<file path="config.mk">
export PLATFORM = sky130hd
export DESIGN_NAME = ps2_rx
export DESIGN_NICKNAME = d
export VERILOG_FILES = /design/src/rtl/ps2_rx.sv
export SDC_FILE = /design/constraint.sdc
export NUM_CORES = 1
export LEC_CHECK = 0
export ABC_CLOCK_PERIOD_IN_PS = 2200
export CORE_AREA = 2 2 84 86
export DETAILED_ROUTE_END_ITERATION = 7
export DIE_AREA = 0 0 86 88
export PLACE_DENSITY_LB_ADDON = 0.15
export SYNTH_ARGS = -nofsm -noshare
export SYNTH_HDL_FRONTEND = slang
export SYNTH_SLANG_ARGS = --single-unit
export TNS_END_PERCENT = 50
</file>
<file path="constraint.sdc">
create_clock -name clk -period 2.2 [get_ports clk]
set_input_delay 0.33 -clock clk [delete_from_list [all_inputs] [get_ports clk]]
set_output_delay 0.33 -clock clk [all_outputs]
set_load 0.1 [all_outputs]
</file>
<file path="src/rtl/ps2_rx.sv">
// ps2_rx: host-side PS/2 receiver; synchronizes and deglitches ps2_clk/ps2_data, decodes 11-bit frames into bytes.
// Latency: result pulses one clk after the filtered stop-bit falling edge (2 sync + FILTER_CYCLES cycles behind the pins).
// Backpressure: none; valid/parity_err/frame_err are single-cycle pulses the consumer must capture.

// One input line: 2-flop synchronizer followed by a hold-time glitch filter.
module ps2_rx_line #(
    parameter int FILTER_CYCLES = 8
) (
    input  logic clk,
    input  logic reset,
    input  logic din,
    output logic level
);
    // Count reaching FILTER_CYCLES is detected one step early so a pulse of
    // exactly FILTER_CYCLES synchronized cycles flips the level.
    localparam logic [7:0] FILT_LAST = 8'(FILTER_CYCLES - 1);

    logic       sync_1;
    logic       sync_2;
    logic [7:0] cnt;

    // Two-flop synchronizer; idle level of the bus is high.
    always_ff @(posedge clk) begin
        if (reset) begin
            sync_1 <= 1'b1;
            sync_2 <= 1'b1;
        end else begin
            sync_1 <= din;
            sync_2 <= sync_1;
        end
    end

    // Filter: level follows the synchronized input only after it has differed for FILTER_CYCLES cycles in a row.
    always_ff @(posedge clk) begin
        if (reset) begin
            level <= 1'b1;
            cnt   <= 8'd0;
        end else if (sync_2 == level) begin
            cnt <= 8'd0;
        end else if (cnt == FILT_LAST) begin
            level <= sync_2;
            cnt   <= 8'd0;
        end else begin
            cnt <= cnt + 8'd1;
        end
    end
endmodule

module ps2_rx #(
    parameter int FILTER_CYCLES  = 8,
    parameter int TIMEOUT_CYCLES = 50000
) (
    input  logic       clk,
    input  logic       reset,
    input  logic       ps2_clk,
    input  logic       ps2_data,
    output logic [7:0] data,
    output logic       valid,
    output logic       parity_err,
    output logic       frame_err,
    output logic       busy
);
    // Timeout fires on the cycle where the counter would reach TIMEOUT_CYCLES,
    // putting frame_err exactly TIMEOUT_CYCLES+1 cycles after the last edge.
    localparam logic [19:0] TMO_LAST = 20'(TIMEOUT_CYCLES - 1);

    typedef enum logic [1:0] {
        IDLE   = 2'd0,
        DATA   = 2'd1,
        PARITY = 2'd2,
        STOP   = 2'd3
    } state_t;

    state_t      state;
    logic        clk_filt;
    logic        data_filt;
    logic        clk_prev;
    logic        fe;
    logic [2:0]  bit_cnt;
    logic [7:0]  shreg;
    logic        par_ok;
    logic [19:0] tmo_cnt;

    ps2_rx_line #(.FILTER_CYCLES(FILTER_CYCLES)) u_clk_line (
        .clk   (clk),
        .reset (reset),
        .din   (ps2_clk),
        .level (clk_filt)
    );

    ps2_rx_line #(.FILTER_CYCLES(FILTER_CYCLES)) u_data_line (
        .clk   (clk),
        .reset (reset),
        .din   (ps2_data),
        .level (data_filt)
    );

    // Delayed copy of the filtered clock for falling-edge detection.
    always_ff @(posedge clk) begin
        if (reset) begin
            clk_prev <= 1'b1;
        end else begin
            clk_prev <= clk_filt;
        end
    end

    assign fe   = clk_prev & ~clk_filt;
    assign busy = (state != IDLE);

    // Frame decoder: steps on filtered clock falling edges; inter-edge timeout aborts a stalled frame.
    always_ff @(posedge clk) begin
        if (reset) begin
            state      <= IDLE;
            bit_cnt    <= 3'd0;
            shreg      <= 8'd0;
            par_ok     <= 1'b0;
            tmo_cnt    <= 20'd0;
            data       <= 8'd0;
            valid      <= 1'b0;
            parity_err <= 1'b0;
            frame_err  <= 1'b0;
        end else begin
            valid      <= 1'b0;
            parity_err <= 1'b0;
            frame_err  <= 1'b0;

            if (state == IDLE) begin
                tmo_cnt <= 20'd0;
                // A high sample while idle is not a start bit; ignore silently.
                if (fe && !data_filt) begin
                    state   <= DATA;
                    bit_cnt <= 3'd0;
                end
            end else if (fe) begin
                // An edge in the timeout cycle wins: it is processed normally.
                tmo_cnt <= 20'd0;
                case (state)
                    DATA: begin
                        shreg   <= {data_filt, shreg[7:1]};
                        bit_cnt <= bit_cnt + 3'd1;
                        if (bit_cnt == 3'd7) begin
                            state <= PARITY;
                        end
                    end
                    PARITY: begin
                        par_ok <= (^shreg) ^ data_filt;
                        state  <= STOP;
                    end
                    STOP: begin
                        state <= IDLE;
                        if (!data_filt) begin
                            frame_err <= 1'b1;
                        end else if (par_ok) begin
                            data  <= shreg;
                            valid <= 1'b1;
                        end else begin
                            parity_err <= 1'b1;
                        end
                    end
                    default: begin
                        state <= IDLE;
                    end
                endcase
            end else if (tmo_cnt == TMO_LAST) begin
                state     <= IDLE;
                frame_err <= 1'b1;
                tmo_cnt   <= 20'd0;
            end else begin
                tmo_cnt <= tmo_cnt + 20'd1;
            end
        end
    end
endmodule

</file>
Word-level counts from Yosys, hierarchy flattened. Cells that the tools add are included.

Output and inout bits: 12. Flip-flop bits (word level): 68. Logic and storage cells: 78. Input port bits: 4.

Bitwise logic cells: 9. Equality and inequality tests: 11. Add/sub/neg operators: 4. Multiplexer cells: 16. Reduce and logical (&&, ||, !) cells: 20.

Operators with widths (count): $add A20 B1 Y20 const B (1); $eq A20 B16 Y1 const B (1); $add A8 B1 Y8 const B (2); $eq A8 B3 Y1 const B (2); $mux W3 (4); $reduce_and A3 Y1 (4); $mux W2 (5); $reduce_xor A8 Y1 (1); $not A1 Y1 (7); $mux W1 (6); $reduce_bool A2 Y1 (3); $reduce_or A3 Y1 (2); $reduce_and A5 Y1 (1); $reduce_or A5 Y1 (1); $eq A2 B2 Y1 const B (2); $ne A4 B4 Y1 const B (1); $pmux W2 S2 (1); $reduce_and A2 Y1 (2); $reduce_or A4 Y1 (1); $add A3 B1 Y3 const B (1); $eq A3 B3 Y1 const B (1); $reduce_bool A3 Y1 (1); $eq A1 B1 Y1 (2); $eq A2 B1 Y1 const B (1); 7 further kinds (7).

Longest topological paths before layout.
Word-level depth: 5. Gate-level depth with buffers: 8.

Cells and area by module. From an unflattened synthesis, not the netlist that was laid out.

Cell total of the unflattened synthesis: 324. Area total of the unflattened synthesis: 2971.6 µm².

Modules (own cells, without submodules): ps2_rx (cells each 230, instances 1, area an instance 2072.0 µm²); ps2_rx_line at u_clk_line (cells each 47, instances 1, area an instance 459.2 µm²); ps2_rx_line at u_data_line (cells each 47, instances 1, area an instance 440.4 µm²).

Worst setup path before layout. Ideal clock, no wire load.

Path kind: reg2reg. From: register state[0]. To: register tmo_cnt[7]. Arrival: 2227 ps. Library setup time: 64 ps. Stages on the path, launching flop included: 9. Required time: 2136 ps. Buffers on the path: 2. Clock period less this slack: 2291 ps. Setup slack: -91 ps. Path through: dfxtp_1 inv_1 ha_1 clkbuf_1 inv_1 o211ai_2 or2_2 buf_6 nor2_1.

Cells in the longest elaborated chain, start to end: 2.

RTL lines: from (decl) (line 74) `state_t state;`; from (signal assigned) (line 113) `state <= IDLE;`; from (signal assigned) (line 131) `state <= DATA;`; from (signal assigned) (line 142) `state <= PARITY;`; $logic_not A2 Y1 (line 127) `if (state == IDLE) begin`; $reduce_or A4 Y1 (no source line); to (signal assigned) (line 169) `tmo_cnt <= tmo_cnt + 20'd1;`; to (decl) (line 82) `logic [19:0] tmo_cnt;`.

No other way between the ends. A chain may end at the register's enable or synchronous reset.

Final worst setup path.
From: register state[0]. To: output port busy.

Cells in the longest elaborated chain, start to end: 1.

RTL lines: $reduce_bool A2 Y1 (line 108) `assign busy = (state != IDLE);`; to (decl) (line 61) `output logic busy`.

No other way between the ends.

==> reports/metrics.yaml <==
final_nets: 352
power_density_mw_per_mm2: 685
synth_ff_type: "dfxtp_1"
vias: 2086
hp-class: "register to register"
num-fill-cells: 622
dp_cells: 407
finalPower_w: 0.00225
dieArea_mm2: 0.00757
timing_worst_slew_pin_value_ns: 0.437
vdd_ir_drop_max_v: 0.000503
register_area_mm2: 0.00136
reg2reg_depth: 6
final.period_utilization: 0.900
clockBufferDepth: 2
synth_area_mm2: 0.00288
maxCapViolCount: 0
syn_avg_cell_area_um2: 9.04
grt_pass1_wl_um: 8320
grt_setup_unrepaired: "no"
antenna_left: 0
fmax_mhz: 505
cts_sinks: 68
synth_edf_count: 0
grt_pass1_vias: 1883
ys_seq_area_frac: 0.472
required_ns: 1.87
initial_core_util: 0.434
grt_util_met1: 0.180
crit_fanout: 9
grt-busiest-layer: "met2"
clk_pin_slew_ns: 0.07
cts_buffers: 9
place_congestion: 0.805
drtIter0Drc: 77
cp-end-kind: "primary output"
wire_per_inst_um: 11.5
die_x_um: 86
cpPeakStageDelay_ns: 0.39
ys_seq_elements: 68
holdCritStartpoint: "u_clk_line.sync_1"
status: "complete, no violations"
cts_tree: "done"
row_count: 30
grt-ovfl-total: 0
synthCells: 319
startpoint: "state[0]"
ctsHtreeMaxLevel: 3
power.leakage_nw: 1.14
viasPerCell: 4.93
rrSetupSlack_ns: 0.25
start_kind: "register"
timing.rr.start: "tmo_cnt[10]"
async_reset_ff_frac: 0
period_needed_ns: 1.98
finalMaxSlewViolations: 0
clock_skew_ns: 0.00574
io_pins: 16
maxSlewHeadroom: 0.708
final_layout_size_suffix_gt1_frac: 0.125
wl_um: 4870
antenna_cells: 0
port_buffers: 15
multi_input_comb_area_mm2: 0.00144
insertion_delay_ns: 0.33
grt_util_met3: 0.0481
setup_viol: 0
path_cells: "inv_1 -> ha_1 -> clkinvlp_4 -> buf_12"
cp_slowest_cell: "ha_1"
cts_resized: 0
arrival_ns: 1.65
grt_max_degree: 24
grtUsageTotal: 0.139
timing.rr.end: "tmo_cnt[11]"
synth_nets: 333
dp_hpwl_um: 3330
crit_path_end: "busy"
die_h_um: 88
area_delta_synth_final_pct: 13.9
yosys_warnings: 0
firstDrtPassIters: 4
drc: 0
final_cell_count_no_fill: 423
setup_tns_ns: 0
worstSetupPathType: "register to primary output"
hold_viol: 0
post-cts-setup-buffers: 0
antenna_found_initial: 0
core_area_mm2: 0.00664
ctsRootBufferMaster: "clkbuf_8"
grt.met2_usage: 0.212
yosys.cell_types.count: 37
ctsHoldBuffers: 0
Yosys cell counts (2+ instances only):
cell type / instances / area share
nand2b_1: 6 / 0.013
inv_1: 7 / 0.0091
and3_1: 7 / 0.015
nor4_1: 2 / 0.0043
xnor2_1: 20 / 0.061
a211o_1: 2 / 0.0061
dfxtp_1: 68 / 0.47
nor3_1: 6 / 0.010
mux2i_1: 8 / 0.028
nor4b_1: 2 / 0.0061
nand2_1: 32 / 0.042
a22oi_1: 2 / 0.0052
nor2b_1: 4 / 0.0087
clkbuf_1: 9 / 0.012
nand4_1: 4 / 0.0087
nand3_1: 14 / 0.024
or4_1: 4 / 0.010
ha_1: 10 / 0.043
o21ai_0: 2 / 0.0035
xor2_1: 18 / 0.055
nor2_1: 56 / 0.073
a21oi_1: 12 / 0.021
buf_6: 2 / 0.0078
or2_2: 9 / 0.020
critical path: cells and delay by family (launching register included):
family | cells | cell delay (ns)
adder cells (fa/ha/maj) | 1 | 0.39
buffers and inverters | 3 | 0.57
flip-flops | 1 | 0.35
cell families after synthesis:
family,synth area share
DFF,0.472
xor gates and xnor gates,0.123
and+or+nand+nor,0.250
AOI/OAI and AO/OA,0.0529
buffers and inverters,0.0304
adders and majority gates,0.0434
muxes,0.0278
layout make-up:
type                       instances  share of cell area
multi-input combinational        232               0.439
sequential                        68               0.414
timing repair buffer              20              0.0556
clock buffer                      12              0.0442
tap                               80              0.0305
inverter                           7             0.00914
clock inverter                     4             0.00762
stage by stage:
stage	worst slack, ns	hold slack (ns)	utilization	instance area, um^2
final	0.221	0.415	0.495	3290
after CTS	0.198	0.417	0.495	3290
after global routing	0.0820	0.426	0.495	3290
after floorplan	0.0159	0.389	-	2890
after global placement	0.273	0.396	0.469	3120
after detailed placement	0.244	0.396	0.469	3120
worst min path at each step:
stage                              to  slack (ns)  cells after the start
floorplan           u_clk_line.sync_2        0.39                      1
global placement    u_clk_line.sync_2        0.40                      1
detailed placement  u_clk_line.sync_2        0.40                      1
CTS                 u_clk_line.sync_2        0.42                      1
global route        u_clk_line.sync_2        0.43                      1
finish              u_clk_line.sync_2        0.42                      1
sequential cells by signal (all words and copies together) (netlist names):
signal	flops
tmo_cnt	20
data	8
shreg	8
u_clk_line.cnt	8
u_data_line.cnt	8
bit_cnt	3
state	2
clk_prev	1
frame_err	1
par_ok	1
parity_err	1
u_clk_line.level	1
u_clk_line.sync_1	1
u_clk_line.sync_2	1
u_data_line.level	1
u_data_line.sync_1	1
u_data_line.sync_2	1
valid	1
per-layer routing:
metal | vias to the layer above | wire length [um]
met4 | 0 | 67
met3 | 6 | 160
met5 | - | 0
met1 | 962 | 2490
li1 | 1094 | -
met2 | 24 | 2150
report_power, final:
| part | total (W) | switching, W | internal [W] |
|---|---|---|---|
| Clock | 0.000886 | 0.000450 | 0.000437 |
| Sequential | 0.00125 | 0.00000678 | 0.00124 |
| Combinational | 0.000117 | 0.0000738 | 0.0000437 |
| Total | 0.00225 | 0.000531 | 0.00172 |
layout by cell type (no fill, tap or decap), types with 6 or more instances in the layout:
master / netlist / routed
dfxtp_1: 68 / 68
nor2_1: 56 / 56
nand2_1: 32 / 32
xnor2_1: 20 / 20
xor2_1: 18 / 18
buf_4: 0 / 15
nand3_1: 14 / 14
a21oi_1: 12 / 12
ha_1: 10 / 10
clkbuf_8: 0 / 10
or2_2: 9 / 9
mux2i_1: 8 / 8
and3_1: 7 / 7
inv_1: 7 / 6
nand2b_1: 6 / 6
nor3_1: 6 / 6
No activity file was read; power rests on OpenSTA's default activity.
